`src/rtl/rr_arb_pkg.sv`:
```
// Shared constants, state encoding and one-hot helpers for the 8-way
// round-robin arbiter.
package rr_arb_pkg;

  localparam int N     = 8;
  localparam int IDX_W = 3;

  typedef enum logic {
    IDLE,
    GRANT
  } state_e;

  function automatic logic [IDX_W-1:0] onehot_to_idx(input logic [N-1:0] oh);
    logic [IDX_W-1:0] idx;
    idx = '0;
    for (int i = 0; i < N; i++) begin
      if (oh[i]) idx = idx | IDX_W'(i);
    end
    return idx;
  endfunction

  function automatic logic [N-1:0] idx_to_onehot(input logic [IDX_W-1:0] idx);
    logic [N-1:0] oh;
    oh      = '0;
    oh[idx] = 1'b1;
    return oh;
  endfunction

endpackage

```
`src/rtl/rr_pick.sv`:
```
// Combinational round-robin pick: first requester at or after ptr (mod N)
// whose request and mask bits are both set.
module rr_pick
  import rr_arb_pkg::*;
(
  input  logic [N-1:0]     req,
  input  logic [N-1:0]     mask,
  input  logic [IDX_W-1:0] ptr,
  output logic             found,
  output logic [IDX_W-1:0] win_idx
);

  logic [IDX_W-1:0] cand;

  // Scan from the far end back toward ptr so the nearest hit is written last.
  always_comb begin
    found   = 1'b0;
    win_idx = '0;
    cand    = '0;
    for (int i = N - 1; i >= 0; i--) begin
      cand = ptr + IDX_W'(i);
      if (req[cand] && mask[cand]) begin
        found   = 1'b1;
        win_idx = cand;
      end
    end
  end

endmodule

```
`src/rtl/rr_arbiter8.sv`:
```
// Eight-requester round-robin arbiter with a hold limit that preempts a
// long-running owner when someone else is waiting.
module rr_arbiter8
  import rr_arb_pkg::*;
#(
  parameter int unsigned MAX_HOLD = 16
) (
  input  logic             clk,
  input  logic             rst_n,
  input  logic [N-1:0]     req,
  output logic [N-1:0]     gnt,
  output logic [IDX_W-1:0] gnt_idx,
  output logic             gnt_valid,
  output logic [7:0]       hold_cnt
);

  localparam logic [7:0] HoldLimit = 8'(MAX_HOLD);

  state_e           state_q, state_d;
  logic [IDX_W-1:0] ptr_q, ptr_d;
  logic [N-1:0]     gnt_q, gnt_d;
  logic [IDX_W-1:0] idx_q, idx_d;
  logic [7:0]       hold_q, hold_d;

  logic [N-1:0]     pick_mask;
  logic [IDX_W-1:0] pick_ptr;
  logic             pick_found;
  logic [IDX_W-1:0] pick_idx;
  logic             others_req;
  logic             hand_off;

  rr_pick u_pick (
    .req     (req),
    .mask    (pick_mask),
    .ptr     (pick_ptr),
    .found   (pick_found),
    .win_idx (pick_idx)
  );

  always_ff @(posedge clk or negedge rst_n) begin
    if (!rst_n) begin
      state_q <= IDLE;
      ptr_q   <= '0;
      gnt_q   <= '0;
      idx_q   <= '0;
      hold_q  <= '0;
    end else begin
      state_q <= state_d;
      ptr_q   <= ptr_d;
      gnt_q   <= gnt_d;
      idx_q   <= idx_d;
      hold_q  <= hold_d;
    end
  end

  // While granted, the search starts just past the owner and skips it, which
  // is exactly the order wanted for both release and preemption.
  always_comb begin
    pick_mask  = '1;
    pick_ptr   = ptr_q;
    others_req = |(req & ~gnt_q);
    hand_off   = 1'b0;
    if (state_q == GRANT) begin
      pick_mask = ~gnt_q;
      pick_ptr  = idx_q + IDX_W'(1);
      hand_off  = !req[idx_q] || ((hold_q == HoldLimit) && others_req);
    end
  end

  always_comb begin
    state_d = state_q;
    ptr_d   = ptr_q;
    gnt_d   = gnt_q;
    idx_d   = idx_q;
    hold_d  = hold_q;
    unique case (state_q)
      IDLE: begin
        if (pick_found) begin
          state_d = GRANT;
          gnt_d   = idx_to_onehot(pick_idx);
          idx_d   = pick_idx;
          hold_d  = 8'd1;
        end
      end
      GRANT: begin
        if (hand_off) begin
          ptr_d = pick_ptr;
          if (pick_found) begin
            gnt_d  = idx_to_onehot(pick_idx);
            idx_d  = pick_idx;
            hold_d = 8'd1;
          end else begin
            state_d = IDLE;
            gnt_d   = '0;
            idx_d   = '0;
            hold_d  = '0;
          end
        end else if (hold_q != HoldLimit) begin
          hold_d = hold_q + 8'd1;
        end
      end
      default: begin
        state_d = IDLE;
        gnt_d   = '0;
        idx_d   = '0;
        hold_d  = '0;
      end
    endcase
  end

  assign gnt       = gnt_q;
  assign gnt_idx   = onehot_to_idx(gnt_q);
  assign gnt_valid = |gnt_q;
  assign hold_cnt  = hold_q;

endmodule

```
`config.mk`:
```
export PLATFORM = sky130hd
export DESIGN_NAME = rr_arbiter8
export DESIGN_NICKNAME = d
export VERILOG_FILES = /design/src/rtl/rr_arb_pkg.sv /design/src/rtl/rr_pick.sv /design/src/rtl/rr_arbiter8.sv
export SDC_FILE = /design/constraint.sdc
export NUM_CORES = 1
export LEC_CHECK = 0
export CORE_MARGIN = 5
export CORE_UTILIZATION = 25
export CTS_BUF_LIST = sky130_fd_sc_hd__clkbuf_4 sky130_fd_sc_hd__clkbuf_8
export DETAILED_ROUTE_END_ITERATION = 10
export HOLD_SLACK_MARGIN = 0.05
export PLACE_DENSITY = 0.51
export SETUP_SLACK_MARGIN = 0.15
export SKIP_CTS_REPAIR_TIMING = 1
export SLEW_MARGIN = 20
export SYNTH_ARGS = -nofsm -noshare
export SYNTH_HDL_FRONTEND = slang
export SYNTH_HIERARCHICAL = 1
export SYNTH_SLANG_ARGS = --single-unit
```
`constraint.sdc`:
```
create_clock -name clk -period 6.86 [get_ports clk]
set_clock_uncertainty 0.1 [all_clocks]
set_input_delay 2.058 -clock clk [delete_from_list [all_inputs] [get_ports clk]]
set_output_delay 2.058 -clock clk [all_outputs]
set_load 0.05 [all_outputs]
```
==> qor.yml <==
run_status:
  status: "completed"
clocking:
  cts-root-buf: "clkbuf_8"
  cts_tree: "yes"
  clock-sinks: 23
  path_clk_slew_ps: 90
  numCtsBuffers: 3
  clock_path_buffers: 2
  cts_max_level: 1
  insertion_delay_ps: 270
sta:
  max-slew-margin-rel_pct: 32.4
  report.final.slew_viol_count: 0
  tightest_slew_ps: 1010
  setup-violations-final: 0
  grt_setup_unrepaired: "false"
  fin_setup_tns_ps: 0
  max_clock_freq_ghz: 0.187
  finalCriticalPeriod_ps: 5350
  hold_viol_final: 0
  worst_slack_ps: 1510
  min_period_over_period_pct: 77.9
placed_design:
  gp_congestion: 0.856
  place_ws_ps: 1230
  port_buffers: 29
  dp.cells: 386
  dpl.hpwl_um: 5050
critical_path:
  r2r_slack_ps: 1830
  r2r-start: "state_q"
  cp.buffers_inverters: 2
  reg2reg_to: "gnt[7]"
  cp.arrival_ps: 5460
  critPathTopFamily: "simple AND/OR/NAND/NOR gates"
  r2r_cells: 12
  endpoint: "gnt[7]"
  cpPeakStageDelay_ps: 610
  cp.depth: 10
  cp-start-kind: "primary input"
  crit_start: "req[7]"
  crit_path_top_delay_cell: "or4_1"
  cp_max_fo: 9
  path_cells: "clkdlybuf4s50_1 > and2_1 > mux4_2 > mux2i_1 > nand4_1 > or4_1 > nor2_1 > inv_1 > o21ai_2 > a32o_1"
  crit_type: "in2reg"
  cp.required_ps: 6970
  end_kind: "flop"
floorplan:
  core_area_um2: 8810
  dieArea_um2: 11100
  io_pins: 30
  die_h_um: 105
  initial_core_util_pct: 25.8
  rows: 34
  die_x_um: 105
synth:
  synth_ff_type: "dfrtp_1"
  netlist_area_um2: 2270
  synthAdderAreaFrac_pct: 2.75
  synth_seq_cells: 23
  synth.avg_cell_area_um2: 8.82
  syn-num-nets: 273
  yosys.area_share.simple_pct: 24.5
  netlist_top_cells_area: "dfrtp_1 (25%), mux4_2 (5.9%), nand2_1 (5.4%)"
  synth_top_area_cell: "dfrtp_1"
  synth_warnings: 6
  synth_xor_area_share_pct: 1.54
  synth_most_common_cell: "nand2_1"
  syn_inst: 258
  seq_area_frac_synth_pct: 25.3
  synth_top_family_by_area: "simple AND/OR/NAND/NOR gates"
  synth_edf_count: 0
  synth_common_cells: "nand2_1 (33), dfrtp_1 (23), nor2_1 (16), inv_1 (14), nand3_1 (11)"
  synth_compound_area_share_pct: 21.9
  synth.top_cell.area_share_pct: 25.3
  synth.distinct_cells: 61
  async_flop_share_pct: 100
  synth.mux.area_fraction_pct: 19.1
routing:
  viasPerCell: 5.50
  drc_errors: 0
  drt-initial-drc-count: 165
  routed_wl_um: 6490
  via_count: 2145
  postRouteAntennaNets: 0
  wl_per_cell_um: 16.6
  firstDrtPassIters: 4
final_layout:
  layout.nets: 298
  num_antenna_cells: 0
  multi_input_area_um2: 1590
  area_growth_pct: 18.8
  regArea_um2: 576
  nFillCells: 916
  drive_gt1_share_pct: 10.3
  final_cells: 390
run:
  cap_violations: 0
global_route:
  grt_pass1_vias: 2037
  antenna_found_initial: 0
  grt_max_degree: 24
  gr-total-overflow: 0
  gr-usage-all-layers_pct: 11.5
  grt_pass1_wl_um: 10800
hold_path:
  hp-class: "reg2reg"
stage by stage:
step | utilization [%] | hold slack, ps | instance area, µm²
after floorplan | - | 360 | 2270
after global placement | 30.2 | 382 | 2660
after detailed placement | 30.2 | 389 | 2660
after CTS | 30.7 | 414 | 2710
after global routing | 30.7 | 430 | 2700
final | 30.7 | 415 | 2700
cell type report:
cell class / instances / share of cell area, %
clock buffers: 3 / 1.53
flip-flops and latches: 23 / 21.3
repair buffers: 31 / 11.1
clock inverters: 1 / 0.185
multi-input cells: 209 / 58.8
inverters: 15 / 2.08
well taps: 108 / 5.00
placed cells by master, fill, tap and decap left out, drive strengths merged, types with 3 or more instances in the layout:
| master | n |
|---|---|
| or4 | 4 |
| nor4 | 3 |
| a221o | 5 |
| nor3 | 8 |
| xor2 | 3 |
| and2 | 8 |
| clkbuf | 3 |
| a21o | 3 |
| buf | 3 |
| dfrtp | 23 |
| a32o | 6 |
| nor2b | 8 |
| inv | 15 |
| nand2 | 33 |
| o31ai | 7 |
| mux2i | 11 |
| nor2 | 17 |
| or2 | 3 |
| mux4 | 10 |
| clkdlybuf4s50 | 28 |
| a22o | 3 |
| ha | 5 |
| mux2 | 6 |
| nand3 | 11 |
| a21oi | 8 |
| o21ai | 12 |
| nor4b | 3 |
| and3 | 3 |
cell families after synthesis:
family                     Yosys count
AOI/OAI and AO/OA                   64
xor gates and xnor gates             4
adders and majority gates            5
buffers and inverters               26
DFF                                 23
muxes                               27
and+or+nand+nor                    109
worst min-delay path by stage:
stage / from / to / slack, ps / cells past startpoint
after floorplan: ptr_q[1] / ptr_q[1] / 360 / 1
after global placement: ptr_q[1] / ptr_q[1] / 380 / 1
after detailed placement: ptr_q[1] / ptr_q[1] / 390 / 1
after CTS: ptr_q[1] / ptr_q[1] / 410 / 1
after global routing: ptr_q[1] / ptr_q[1] / 430 / 1
final: ptr_q[1] / ptr_q[1] / 420 / 1
registers in the layout, summed over array words and instances (netlist names):
register / flops
idx_q: 3
ptr_q: 3
state_q: 1
hold_cnt: 8
gnt: 8
worst register-to-register path: cells and delay by family, from the launching register on:
kind / cells / cell delay (ps)
and+or+nand+nor: 3 / 1150
AOI/OAI and AO/OA: 2 / 360
buffers and inverters: 3 / 460
muxes: 3 / 1630
adders and majority gates: 1 / 430
DFF: 1 / 840
metal layers:
layer  GRT usage, %  wire (µm)  vias to the layer above
li1               -          -                     1031
met1           16.0       3030                     1040
met2           18.4       3050                       70
met3           2.26        332                        4
met4           3.09         74                        0
met5              0          0                        -
Power is not shown: default switching activity piles up to over one toggle a cycle in this logic, so the estimate is an artifact.
